==> src/rtl/nand_page_buffer.sv <==
// nand_page_buffer: byte FIFO between the NAND flash reader and the next consumer.
// Buffers the reader's byte stream in a small circular register array. It throttles
// the reader through wait_ before the FIFO can overflow, and presents bytes
// first-word-fall-through on a valid/ready handshake. Each page is framed with
// out_last and counted in page_cnt.
// Optional feature macro: NAND_PAGE_BUFFER_CHECKSUM_EN adds page_sum/sum_valid,
// a per-page 16-bit modular byte sum.
module nand_page_buffer #(
  parameter int DEPTH      = 16,
  parameter int PAGE_BYTES = 528,
  parameter int AF_MARGIN  = 4
) (
  input  logic                     clk,
  input  logic                     rst,
  input  logic [7:0]               in_data,
  input  logic                     in_valid,
  output logic                     wait_,
  output logic [7:0]               out_data,
  output logic                     out_valid,
  input  logic                     out_ready,
  output logic                     out_last,
  output logic [7:0]               page_cnt,
  output logic                     overflow,
  output logic [$clog2(DEPTH):0]   level
`ifdef NAND_PAGE_BUFFER_CHECKSUM_EN
  ,
  output logic [15:0]              page_sum,
  output logic                     sum_valid
`endif
);

  localparam int AW = $clog2(DEPTH);
  localparam int LW = AW + 1;
  localparam logic [LW-1:0] DEPTH_L  = LW'(DEPTH);
  localparam logic [LW-1:0] MARGIN_L = LW'(AF_MARGIN);
  localparam logic [15:0]   LAST_IDX = 16'(PAGE_BYTES - 1);

  logic [7:0]    mem [DEPTH];
  logic [AW-1:0] wr_ptr;
  logic [AW-1:0] rd_ptr;
  logic [15:0]   byte_idx;
  logic          full;
  logic          push;
  logic          drop;
  logic          pop;

  // Fullness is judged on the registered level only, so a same-cycle pop never frees a slot for a push.
  assign full      = (level == DEPTH_L);
  assign push      = in_valid && !full;
  assign drop      = in_valid && full;
  assign out_valid = (level != '0);
  assign pop       = out_valid && out_ready;
  // The head byte is gated by out_valid, so out_data reads 0 whenever the FIFO is empty,
  // including straight after reset. The array itself is never reset.
  assign out_data  = out_valid ? mem[rd_ptr] : 8'h00;
  assign out_last  = out_valid && (byte_idx == LAST_IDX);
  // The free-slot margin absorbs the bytes the reader still has in flight after it sees wait_.
  assign wait_     = (DEPTH_L - level) <= MARGIN_L;

  // Storage write: the array has no reset, and a stale entry is never presented while empty.
  always_ff @(posedge clk) begin
    if (push) begin
      mem[wr_ptr] <= in_data;
    end
  end

  // Pointers, occupancy and the sticky overflow flag.
  always_ff @(posedge clk or negedge rst) begin
    if (!rst) begin
      wr_ptr   <= '0;
      rd_ptr   <= '0;
      level    <= '0;
      overflow <= 1'b0;
    end else begin
      if (push) begin
        wr_ptr <= wr_ptr + 1'b1;
      end
      if (pop) begin
        rd_ptr <= rd_ptr + 1'b1;
      end
      case ({push, pop})
        2'b10:   level <= level + 1'b1;
        2'b01:   level <= level - 1'b1;
        default: level <= level;
      endcase
      if (drop) begin
        overflow <= 1'b1;
      end
    end
  end

  // Page framing counts popped bytes only; dropped bytes are invisible here.
  always_ff @(posedge clk or negedge rst) begin
    if (!rst) begin
      byte_idx <= '0;
      page_cnt <= '0;
    end else if (pop) begin
      if (out_last) begin
        byte_idx <= '0;
        page_cnt <= page_cnt + 1'b1;
      end else begin
        byte_idx <= byte_idx + 1'b1;
      end
    end
  end

`ifdef NAND_PAGE_BUFFER_CHECKSUM_EN
  logic [15:0] run_sum;
  logic [15:0] pop_sum;

  assign pop_sum = run_sum + {8'h00, out_data};

  // Running page sum. On the final byte the total is captured and the running sum restarts at 0.
  always_ff @(posedge clk or negedge rst) begin
    if (!rst) begin
      run_sum   <= '0;
      page_sum  <= '0;
      sum_valid <= 1'b0;
    end else begin
      sum_valid <= pop && out_last;
      if (pop) begin
        if (out_last) begin
          page_sum <= pop_sum;
          run_sum  <= '0;
        end else begin
          run_sum  <= pop_sum;
        end
      end
    end
  end
`endif

endmodule

==> config.mk <==
export PLATFORM = sky130hd
export DESIGN_NAME = nand_page_buffer
export DESIGN_NICKNAME = d
export VERILOG_FILES = /design/src/rtl/nand_page_buffer.sv
export SDC_FILE = /design/constraint.sdc
export NUM_CORES = 1
export LEC_CHECK = 0
export CAP_MARGIN = 20
export CORE_MARGIN = 2
export CORE_UTILIZATION = 35
export CTS_BUF_LIST = sky130_fd_sc_hd__clkbuf_2
export DETAILED_ROUTE_END_ITERATION = 10
export GPL_ROUTABILITY_DRIVEN = 0
export PLACE_DENSITY = 0.49
export SLEW_MARGIN = 10
export SYNTH_ARGS = -nofsm -noshare
export SYNTH_HDL_FRONTEND = slang
export SYNTH_SLANG_ARGS = --single-unit
==> constraint.sdc <==
create_clock -name clk -period 3.5 [get_ports clk]
set_input_delay 1.05 -clock clk [delete_from_list [all_inputs] [get_ports clk]]
set_output_delay 1.05 -clock clk [all_outputs]
set_load 0.02 [all_outputs]
# After elaboration in Yosys (flattened, before gate mapping)

Memory sizes are Yosys's and may differ from the RTL's.
Cells that the tools add are included.
Widths: inputs -> output; s select.

$add $sub $neg: 7
$lt $le $gt $ge: 1
Equality and inequality tests: 4
Muxes and demuxes: 5
Reductions and logical operators: 8

Operators by type and width:

| cell                  | count |
|---|---|
| $add 16x1->16 const B | 1 |
| $eq 16x10->1 const B  | 1 |
| $mux 16               | 1 |
| $pmux 5 s2            | 1 |
| $add 4x1->4 const B   | 2 |
| $add 8x1->8 const B   | 1 |
| $mux 8                | 1 |
| $add 5x1->5 const B   | 1 |
| $eq 5x5->1 const B    | 1 |
| $le 5x3->1 const B    | 1 |
| $reduce_bool 5->1     | 1 |
| $sub 5x1->5 const B   | 1 |
| $sub 5x5->5 const A   | 1 |
| $logic_and 1x1->1     | 4 |
| $eq 2x1->1 const B    | 1 |
| $eq 2x2->1 const B    | 1 |
| $mux 1                | 2 |
| $reduce_and 2->1      | 1 |
| $reduce_bool 2->1     | 1 |
| $logic_not 1->1       | 1 |

Flip-flop bits (word level): 38
RAM bits: 128
Input port bits: 12
Output and inout bits: 25
Logic and storage cells: 32
Memories: 1

Memories:

| name | words | bits a word | rd ports | clocked after memory_dff | write ports | RTL line | text |
|---|---|---|---|---|---|---|---|
| mem  | 16    | 8           | 1        | 0                        | 1           | 38       | `logic [7:0] mem [DEPTH];` |

# Logic depth before layout (Yosys ltp)

Gate-level depths: netlist (run 1).

Depth in word-level cells: 5
Gate-level depth with buffers: 14
Mapped depth without buffers: 12

# Worst setup path before layout (run 1)

No wires, ideal clock.

Path kind: reg-to-reg
Start: reg level[2]
End: reg level[2]
Library setup time: 0.133 ns
Arrival: 2.947 ns
Data required time: 3.367 ns
Path slack: 0.420 ns
Cell stages (with the launch flop): 15
Path buffers: 2
Period minus slack after synthesis: 3.080 ns
Cells stage by stage: dfrtp_1 -> clkbuf_1 -> nor4_1 -> ha_1 -> inv_1 -> nand2_2 -> inv_2 -> ha_1 -> clkbuf_1 -> xor2_1 -> ha_1 -> a21oi_1 -> xor2_1 -> nor2_1 -> xor2_1

Elaborated cells on any way between the ends: 11
Those cells by class: add/sub: 2; eq/ne: 3; mux: 1; reduce/logical: 5

RTL lines:

| item                                                   | RTL line | text |
|---|---|---|
| start, declared                                        | 24       | `output logic [$clog2(DEPTH):0] level` |
| start signal, assigned                                 | 82       | `2'b10: level <= level + 1'b1;` |
| start signal, assigned                                 | 83       | `2'b01: level <= level - 1'b1;` |
| start signal, assigned                                 | 84       | `default: level <= level;` |
| $reduce_bool 5->1 *                                    | 51       | `assign out_valid = (level != '0);` |
| named net out_valid                                    | 19       | `output logic out_valid,` |
| $logic_and 1x1->1 *                                    | 52       | `assign pop = out_valid && out_ready;` |
| named net pop                                          | 45       | `logic pop;` |
| $eq 2x1->1 / $eq 2x2->1 (equally long branches)        | 81       | `case ({push, pop})` |
| $pmux 5 s2 / $reduce_bool 2->1 (equally long branches) | -        |  |

The timed path passes the listed nets; every way through them passes the cells marked *.
A chain may end at the register's enable or synchronous reset.

# Final worst setup path (run 1)

Start: reg rd_ptr[0]
End: out out_data[5]

Longest elaborated chain between the ends: 2

Ends and longest elaborated chain:

| item                   | RTL line | text |
|---|---|---|
| start, declared        | 40       | `logic [AW-1:0] rd_ptr;` |
| start signal, assigned | 79       | `rd_ptr <= rd_ptr + 1'b1;` |
| $mem_v2 16x8           | -        |  |
| $mux 8                 | 55       | `assign out_data = out_valid ? mem[rd_ptr] : 8'h00;` |
| end, declared          | 18       | `output logic [7:0] out_data,` |

No other way between the ends.

==> results of run 1 <==
how the worst max path moves through the flow:
stage	startpoint	end	cells after the start
2_1_floorplan	level[2]	level[2]	14
3_3_place_gp	rd_ptr[0]	out_data[7]	5
3_5_place_dp	level[2]	out_last	8
4_1_cts	rd_ptr[0]	out_data[5]	6
5_1_grt	rd_ptr[0]	out_data[5]	7
6_report	rd_ptr[0]	out_data[5]	7
layer usage:
metal / wire length [µm] / global-route usage [%] / share of wire [%] / vias up
met4: 178 / 4.90 / 1.1 / 0
met5: 0 / 0 / 0 / -
met2: 7700 / 24.4 / 48 / 57
li1: - / - / - / 1917
met1: 7650 / 21.3 / 48 / 2058
met3: 391 / 3.42 / 2.5 / 10
critical path: stages, from the launching register on:
cell and delay, ps:
dfrtp_4 600, buf_12 180, buf_12 170, mux2i_1 150, a22oi_1 200, nand3_1 140
o31ai_2 100, buf_4 200
flip-flops by register name, summed over array words and instances (netlist names):
name      count
byte_idx     16
rd_ptr        4
overflow      1
level         5
page_cnt      8
wr_ptr        4
mem         128
metrics by stage:
stage	util, %	power [µW]	setup TNS (ps)	std cells
floorplan	-	4020	0	463
global placement	40.6	4930	0	783
detailed placement	40.6	4950	0	783
CTS	42.5	6060	-311	822
global route	43.1	6510	-939	826
finish	43.1	6160	0	826
cell families (layout without fill, tap and decap cells):
logic type / count (synthesis) / after routing / synth area share (%)
AOI/OAI and AO/OA: 49 / 49 / 4.62
buffers and inverters: 27 / 123 / 1.81
DFF: 166 / 166 / 68.0
xor gates and xnor gates: 32 / 32 / 3.98
muxes: 59 / 59 / 9.66
and+or+nand+nor: 118 / 118 / 9.78
adders and majority gates: 12 / 12 / 2.13
other: 0 / 2 / 0
final cells by class:
type / instances / area [µm²] / share of cell area (%)
diodes: 2 / 5.00 / 0.0592
flip-flops and latches: 166 / 4800 / 56.8
inverters: 9 / 33.8 / 0.400
well taps: 265 / 332 / 3.92
clock buffers: 18 / 90.1 / 1.07
multi-input cells: 270 / 2320 / 27.5
clock inverters: 14 / 125 / 1.48
repair buffers: 82 / 744 / 8.81
power by group through the flow:
stage	clock (µW)	sequential (µW)	combinational, µW
floorplan	0	2590	1430
CTS	991	2570	2500
global route	1060	2620	2830
global placement	0	2630	2300
detailed placement	0	2640	2310
finish	953	2590	2620
cell usage in the layout (no fill, tap or decap), drive strengths merged, types with 12 or more instances in the layout:
cell type,n
mux2i,50
nand3,18
ha,12
o21ai,12
nor2,20
a22oi,22
nor3,13
dfrtp,38
buf,56
nand2,30
edfxtp,128
clkdlybuf4s50,24
xor2,21
inv,14
clkbuf,18
timing repair:
item	CTS	global route
setup endpoints to repair	11	10
resized for setup	80	25
buffers inserted	7	2
pin swaps	5	7
==> metrics.md, run 1 <==
| Metric | Value |
|---|---|
| Status | complete, no violations |
| Iter 0 DRT Violations | 187 |
| Worst R2R Path Depth | 14 |
| Ys Warns | 0 |
| Via count | 4042 |
| Max_cap viols | 0 |
| R2R Path Start | level[0] |
| Hold Fails Final Rpt | 0 |
| Vias in the first global route | 4101 |
| Top Ports | 37 |
| Yosys top cell by area | edfxtp_1 |
| Tmin final | 3480 ps |
| Post-route ant nets | 0 |
| Die Area | 21300 µm² |
| Seq/Total Area, Yosys | 68.0% |
| Share of cells above drive strength 1 | 25.2% |
| Pleak | 0.00316 µW |
| DP Wirelength | 10800 µm |
| Placed cell areas | 7950 µm² |
| Mean post-synth cell area | 15.2 µm² |
| Final worst path period share | 99.3% |
| Overall Global Routing Usage | 15.4% |
| Router iterations before antenna repair | 6 |
| Worst hold margin | 438 ps |
| CP required | 2450 ps |
| Gate power share | 42.6% |
| Setup WS pre-CTS | 155 ps |
| Int Power | 3870 µW |
| Final Max Slew Viols | 0 |
| Clock insertion delay at the later pin of the skew report | 700 ps |
| Core Region | 19600 µm² |
| Max Fclk | 288 MHz |
| Initial antenna violation count | 1 |
| Reg2reg end | level[4] |
| Vias/cell | 4.89 |
| Share of the synthesized area in the top cell type | 54.5% |
| Synth cell types | 48 |
| Hold-fix buffers at CTS | 0 |
| RSZ-0062 raised after global routing | true |
| Hold Crit Class | input port to async pin |
| Slew HR | 41.2% |
| Reg2Reg Setup Slack | 730 ps |
| Nets | 570 |
| Design Area, Final | 8450 µm² |
| CTS sink count | 166 |
| Largest net degree at the start of global routing | 39 |
| Syn Inst Count | 463 |
| CTS buffer count | 17 |
| Die Ht | 146 µm |
| Max clock buf depth | 2 |
| First-pass GRT wire length | 24400 µm |
| Most frequent cell after synthesis | edfxtp_1 |
| Net Count, Synth | 487 |
| Clock transition at path regs | 230 ps |
| Clock H-tree levels | 4 |
| DR WL/cell | 19.3 µm |
| IO buf count | 36 |
| CTS tree | yes |
| Arrival time at the worst endpoint | 2430 ps |
| Setup CP Type | flip-flop to output pin |
| DRC violations left | 0 |
| Seq pwr share | 42.0% |
| Main synth FF type | edfxtp_1 |
| Switching Fraction | 37.1% |
| Register bit count reported by yosys | 166 |
| Clock skew | 23.0 ps |
| Post-Syn Area | 7050 µm² |
| GRT Residual Overflow | 0 |
| # rows | 51 |
| Sw power | 2290 µW |
| Crit start category | flip-flop |
| Layout Area Growth over Synthesis | 19.9% |
| Worst-margin pin slew | 881 ps |
| Fillers | 1825 |
| Worst-path fanout max | 18 |
| Maximum VDD drop | 348 µV |
| Setup crit end kind | output pin |
| Commonest cells post-synth | 128 x edfxtp_1, 50 x mux2i_1, 38 x dfrtp_1 |
| Chip width | 146 µm |
| Synth area leaders | edfxtp_1 55%, dfrtp_1 13%, mux2i_1 7.1%, xor2_1 2.6%, a22oi_1 2.3% |
| Post-synth EDFFs | 128 |
| WL final | 15900 µm |
| # setup viols final | 0 |
| P per Cell Area | 729 nW/µm² |
| Root buffer cell | clkbuf_2 |
| Setup WS post-layout | 24.9 ps |
| Clock share of power | 15.5% |
| Async S/R FF share, synth | 22.9% |
| Initial Utilization | 36.0% |
(Power assumes the default switching activity.)
==> run 2: changes to the inputs <==
- CTS_CLUSTER_SIZE: unset -> 16
==> results of run 2 <==
No change in the layout: final DEF, timing and power equal those of run 1.
